**src/rtl/alu_unit.sv**
```systemverilog
// rtl/alu_unit.sv - BasicCPU datapath ALU with combinational result/status and registered flags
module alu_unit #(
    parameter int DATA_WIDTH = 8
) (
    input  logic                  clk,
    input  logic                  reset_n,
    input  logic [DATA_WIDTH-1:0] A,
    input  logic [DATA_WIDTH-1:0] B,
    input  logic [4:0]            opcode,
    output logic [DATA_WIDTH-1:0] C,
    output logic [3:0]            status,
    output logic [3:0]            flags
);

    // One extra bit above the datapath captures carry-out / borrow.
    localparam logic [DATA_WIDTH:0] ONE_EXT = {{DATA_WIDTH{1'b0}}, 1'b1};

    logic [DATA_WIDTH:0] a_ext;
    logic [DATA_WIDTH:0] b_ext;
    logic [DATA_WIDTH:0] r;

    assign a_ext = {1'b0, A};
    assign b_ext = {1'b0, B};

    // Opcode decode into the widened result; every opcode value is covered.
    always_comb begin
        r = '0;
        casez (opcode)
            5'b00000: r = a_ext;                    // LD
            5'b00001: r = a_ext + ONE_EXT;          // INC
            5'b00010: r = a_ext + b_ext;            // ADD
            5'b00011: r = a_ext + b_ext + ONE_EXT;  // ADC, fixed +1
            5'b00100: r = a_ext - b_ext - ONE_EXT;  // SBB
            5'b00101: r = a_ext - b_ext;            // SUB
            5'b00110: r = a_ext - ONE_EXT;          // DEC
            5'b00111: r = a_ext;                    // LD1
            5'b0100?: r = a_ext & b_ext;            // AND
            5'b0101?: r = a_ext | b_ext;            // OR
            5'b0110?: r = a_ext ^ b_ext;            // XOR
            5'b0111?: r = ~b_ext;                   // CMP: top bit becomes 1
            5'b10???: r = a_ext >> 1;               // RSH
            5'b11???: r = a_ext << 1;               // LSH: A msb lands in carry
            default:  r = '0;
        endcase
    end

    assign C      = r[DATA_WIDTH-1:0];
    assign status = {C[DATA_WIDTH-1], (C == '0), ^C, r[DATA_WIDTH]};

    // Flags snapshot of status for the control unit; reset wins over update.
    always_ff @(posedge clk) begin
        if (!reset_n) begin
            flags <= 4'b0000;
        end else begin
            flags <= status;
        end
    end

endmodule

```
**config.mk**
```make
export PLATFORM = sky130hd
export DESIGN_NAME = alu_unit
export DESIGN_NICKNAME = d
export VERILOG_FILES = /design/src/rtl/alu_unit.sv
export SDC_FILE = /design/constraint.sdc
export NUM_CORES = 1
export LEC_CHECK = 0
export CORE_MARGIN = 5
export CORE_UTILIZATION = 61
export CTS_CLUSTER_DIAMETER = 200
export CTS_CLUSTER_SIZE = 25
export DETAILED_ROUTE_END_ITERATION = 10
export GPL_ROUTABILITY_DRIVEN = 1
export GPL_TIMING_DRIVEN = 0
export MAX_ROUTING_LAYER = met4
export PLACE_DENSITY = 0.88
export SETUP_SLACK_MARGIN = 0.1
export SKIP_CTS_REPAIR_TIMING = 1
export SYNTH_ARGS = -nofsm -noshare
export SYNTH_HDL_FRONTEND = slang
export SYNTH_SLANG_ARGS = --single-unit
```
**constraint.sdc**
```tcl
create_clock -name clk -period 11.46 [get_ports clk]
set_clock_uncertainty 0.2 [all_clocks]
set_input_delay 2.292 -clock clk [delete_from_list [all_inputs] [get_ports clk]]
set_output_delay 2.292 -clock clk [all_outputs]
set_load 0.01 [all_outputs]
```
-- Yosys cells after proc, flatten, opt, wreduce, memory -nomap -nowiden
Index checks and enable logic that the tools add are counted.
- $add $sub $neg: 6
- eq/ne operators: 13
- multiplexer cells: 1
- bitwise operators: 4
- reduce and logical (&&, ||, !) cells: 4
- operator list (kind ; number):
    one-hot mux 9 bit (13 select lines) ; 1
    == test 5 x 3 -> 1 bit (second input constant) ; 4
    == test 4 x 3 -> 1 bit (second input constant) ; 4
    == test 5 x 2 -> 1 bit (second input constant) ; 2
    adder 8 x 1 -> 9 bit (second input constant) ; 1
    adder 8 x 8 -> 9 bit ; 1
    adder 9 x 1 -> 9 bit (second input constant) ; 1
    inverter 8 -> 9 bit ; 1
    subtractor 8 x 1 -> 9 bit (second input constant) ; 1
    subtractor 8 x 8 -> 9 bit ; 1
    subtractor 9 x 1 -> 9 bit (second input constant) ; 1
    bitwise AND 8 bit ; 1
    logical NOT 8 bit ; 1
    OR 8 bit ; 1
    XOR reduction 8 bit ; 1
    XOR 8 bit ; 1
    == test 5 x 1 -> 1 bit (second input constant) ; 1
    logical NOT 5 bit ; 1
    == test 2 bit (second input constant) ; 2
    OR reduction 2 bit ; 1
- register bits: 4

-- Logic depth before layout (Yosys ltp)
- depth in word-level cells: 4
- mapped depth: 15
- gate-level depth less buffers: 14

-- Least setup slack after synthesis
Ideal clock, no wire load.
- kind: input port to output port
- from: in opcode[4]
- to: out status[1]
- data arrival time: 5.333 ns
- required time: 8.968 ns
- slack: 3.635 ns
- stages: 14
- path buffers: 1
- cell sequence: clkbuf_1 -> nor3_1 -> nor2b_1 -> ha_1 -> a21oi_1 -> o21ai_0 -> o21a_1 -> nor2_1 -> xnor2_1 -> nor2_1 -> a41o_1 -> ha_1 -> xnor2_1 -> xnor2_1
- cells in the longest elaborated chain, start to end: 4
- elaborated cells between the ends (all ways): 17
- ends and longest elaborated chain (element ; RTL line ; RTL):
    from (decl) ; 9 ; input logic [4:0] opcode,
    == test 5 x 3 -> 1 bit or logical NOT 5 bit (tied branches) ; 28 ; casez (opcode)
    OR reduction 2 bit (no source line) ; - ;
    one-hot mux 9 bit (13 select lines) (*) ; 28 ;
    XOR reduction 8 bit (*) ; 48 ; assign status = {C[DATA_WIDTH-1], (C == '0), ^C, r[DATA_WIDTH]};
    to (decl) ; 11 ; output logic [3:0] status,
Every way passes the cells marked *; elsewhere a longest branch is shown, timed or not.

-- Final worst setup path
- from: in opcode[1]
- to: out status[1]
Same word-level chain as after synthesis.

==> summary.md <==
| Metric | Value |
|---|---|
| Total CTS buffers | 3 |
| Crit path DAT | 7.24 ns |
| Fillcell total | 384 |
| RSZ-0062 raised after global routing | false |
| Starting Density | 0.619 |
| Reg power frac | 0.072 |
| PortBufs | 35 |
| Clock power share | 0.122 |
| Total Wirelength | between 9000 and 10,000 microns |
| MaxCap Viol Count | 0 |
| Largest family of logic cells by synthesized area | compound AO/OA/AOI/OAI gates |
| Critical Path Fanout Max | 10 |
| Post-Synth XOR/XNOR Area | 0.0791 |
| Grt ovf | 0 |
| Sw frac | 0.471 |
| Data required time of the worst path | 8.97 ns |
| Power Dens Cells | 75.0 nW/um^2 |
| Post-DRT Antenna Nets | 0 |
| Cell Int Power | 123 uW |
| Vias in the first global route | around 2,900 |
| Final period utilization | 0.849 |
| Rel. slew slack | 0.451 |
| Post-synth top cells | ha_1, nor2_1, inv_1 |
| Final Max Tran Viols | 0 |
| Gate power share | 0.806 |
| Largest regs | flags x4 |
| Status | finished clean |
| Drt wl/cell | 19.6 microns |
| Worst-Margin Slew | 0.821 ns |
| NetSw | around 110 uW |
| Number of detailed-route iterations in the first pass | 5 |
| WS Path Type | in2out |
| Register with the most flip-flops | flags |
| Mapped Area | 2660 sq um |
| Area delta synth->final | 17.2% |
| Maximum vdd drop | about 0.038 mV |
| Metal3 WL | 874 microns |
| Synth Warn # | 0 |
| Synth Area in Compound Gates | 0.286 |
| Post-Synth Adder-Cell Area | 0.197 |
| Final hold vios | 0 |
| Yosys top cell area share | 0.174 |
| Post-route cell area | about 3100 sq um |
| Io pins | 39 |
| Routed wl met2 | 4110 microns |
| Die width | roughly 76 microns |
| Number of antenna diodes | 0 |
| Synth Area in Simple Gates | 0.262 |
| Worst hold slack | 2.53 ns |
| Post-synth EDFFs | 0 |
| Sequential-to-total area share from yosys stat | 0.0301 |
| Worst Setup End Kind | primary output |
| Post-synthesis cell count | 372 |
| Die Ht | 76.0 microns |
| Pin count of the biggest net entering global routing | 11 |
| Die Area | just under 6000 sq um |
| DRT met1 WL | 3800 microns |
| Clock sinks | 4 |
| H-tree lvl count | 1 |
| Setup TNS | 0 ns |
| Syn Nets | 435 |
| Ranking of synthesized cells by area | ha_1, mux4_2, a21oi_1, xnor2_1, nor2_1 |
| Fmax | 0.103 GHz |
| First-pass GRT wire length | approximately 15,000 microns |
| Leakage | 1.31 nW |
| Mux cell area share after synthesis | 0.0716 |
| Worst Hold Class | in2reg |
| Clk slew on worst S/H paths | 0.03 ns |
| Total power | 233 uW |
| CTS tree | built |
| Post-DP Area | 3070 sq um |
| Min cycle time layout | 9.73 ns |
| Util after Layout | 0.725 |
| Total Nets Final | about 480 |
| Yosys cell types | 64 |
| Vias | 3,132 |
| Synth Register Bits | 4 |
| Startpoint Class | primary input |
| Core Rows | 24 |
| Final setup fails | 0 |
| Async SR Flop Fraction | 0 |
| Initial antenna violation count | 0 |
| Post-synth top area cell | ha_1 |
| Vias/cell | around 6.8 |
| Dominant cell by count in the synthesized netlist | ha_1 |
| All-layer global routing usage | 0.309 |
| Core area | between 4000 and 5000 sq um |
| Routability Congestion | 1.05 |
| Max FFs per register | 4 |
| Clk buf depth | 2 |
| Initial DRC Count | 443 |
| Dpl hpwl | about 7300 microns |
| Syn_area_per_cell | a little over 7 sq um |
| Highest metal used | met4 |
| Synth Flop Type | dfxtp_1 |
| DRC | 0 |
| CTS root buf | clkbuf_8 |
| Layout cell share with drive strength beyond 1 | 0.0537 |
## final timing paths
kind                  slack [ns]  startpoint                  end  cells past startpoint
worst min-delay path        2.53     reset_n  flags[1]$_SDFF_PN0_                      2
worst max-delay path        1.73   opcode[1]            status[1]                     16
## layout by cell type, fill, tap and decap left out, types with 6 or more instances in the layout
master	instances
nor2_1	35
o21ai_0	14
clkbuf_1	13
xnor2_1	16
nand3_1	13
a211oi_1	6
inv_1	33
a21oi_1	29
nand2_1	25
o21a_1	6
clkdlybuf4s50_1	35
mux4_2	8
nand4_1	6
ha_1	37
xor2_1	8
nor2b_1	7
nand2b_1	6
nor3_1	10
o22ai_1	6
## stage by stage
| stage | std cells | setup slack, ns |
|---|---|---|
| CTS | 462 | 1.80 |
| global route | 462 | 1.50 |
| floorplan | 372 | 3.63 |
| detailed placement | 459 | 1.82 |
| finish | 462 | 1.73 |
| global placement | 459 | 1.87 |
## layer usage
layer,up-vias,global-route usage
met1,1454,0.413
met2,192,0.509
met5,-,-
li1,1452,-
met3,34,0.0248
met4,0,0.0658
## power by group through the flow
stage / sequential (mW) / clock [mW] / combinational [mW]
after CTS: 0.0167 / 0.0288 / 0.185
after global routing: 0.0168 / 0.0312 / 0.203
final: 0.0167 / 0.0286 / 0.188
after floorplan: 0.0179 / 0 / 0.119
after global placement: 0.0168 / 0 / 0.181
after detailed placement: 0.0170 / 0 / 0.183
## cell type report
| type | count | area [sq um] | share of cell area |
|---|---|---|---|
| Inverter | 33 | 124 | 0.0398 |
| Clock buffer | 3 | 41.3 | 0.0133 |
| Tap cell | 52 | 65.1 | 0.0209 |
| Buffer | 17 | 71.3 | 0.0229 |
| Sequential cell | 4 | 80.1 | 0.0257 |
| Timing Repair Buffer | 35 | 350 | 0.113 |
| Multi-Input combinational cell | 318 | 2380 | 0.765 |
## cells by family after synthesis
group,count (synthesis)
DFF,4
muxes,9
xor gates and xnor gates,24
buffers and inverters,50
AOI/OAI and AO/OA,111
adders and majority gates,40
and+or+nand+nor,134
## worst max-delay path, cell delays in order
cell and delay, ns:
clkdlybuf4s50_1 0.66, clkbuf_1 0.45, nand2_1 0.31, nor2b_1 0.72
ha_1 0.42, a21oi_1 0.20, o21ai_0 0.19, o21a_1 0.20
nor2_1 0.11, xnor2_1 0.14, nor2_1 0.07, a41o_1 0.24
ha_1 0.31, xnor2_1 0.20, xnor2_1 0.15, clkdlybuf4s50_1 0.57
No activity file was read; power rests on OpenSTA's default activity.
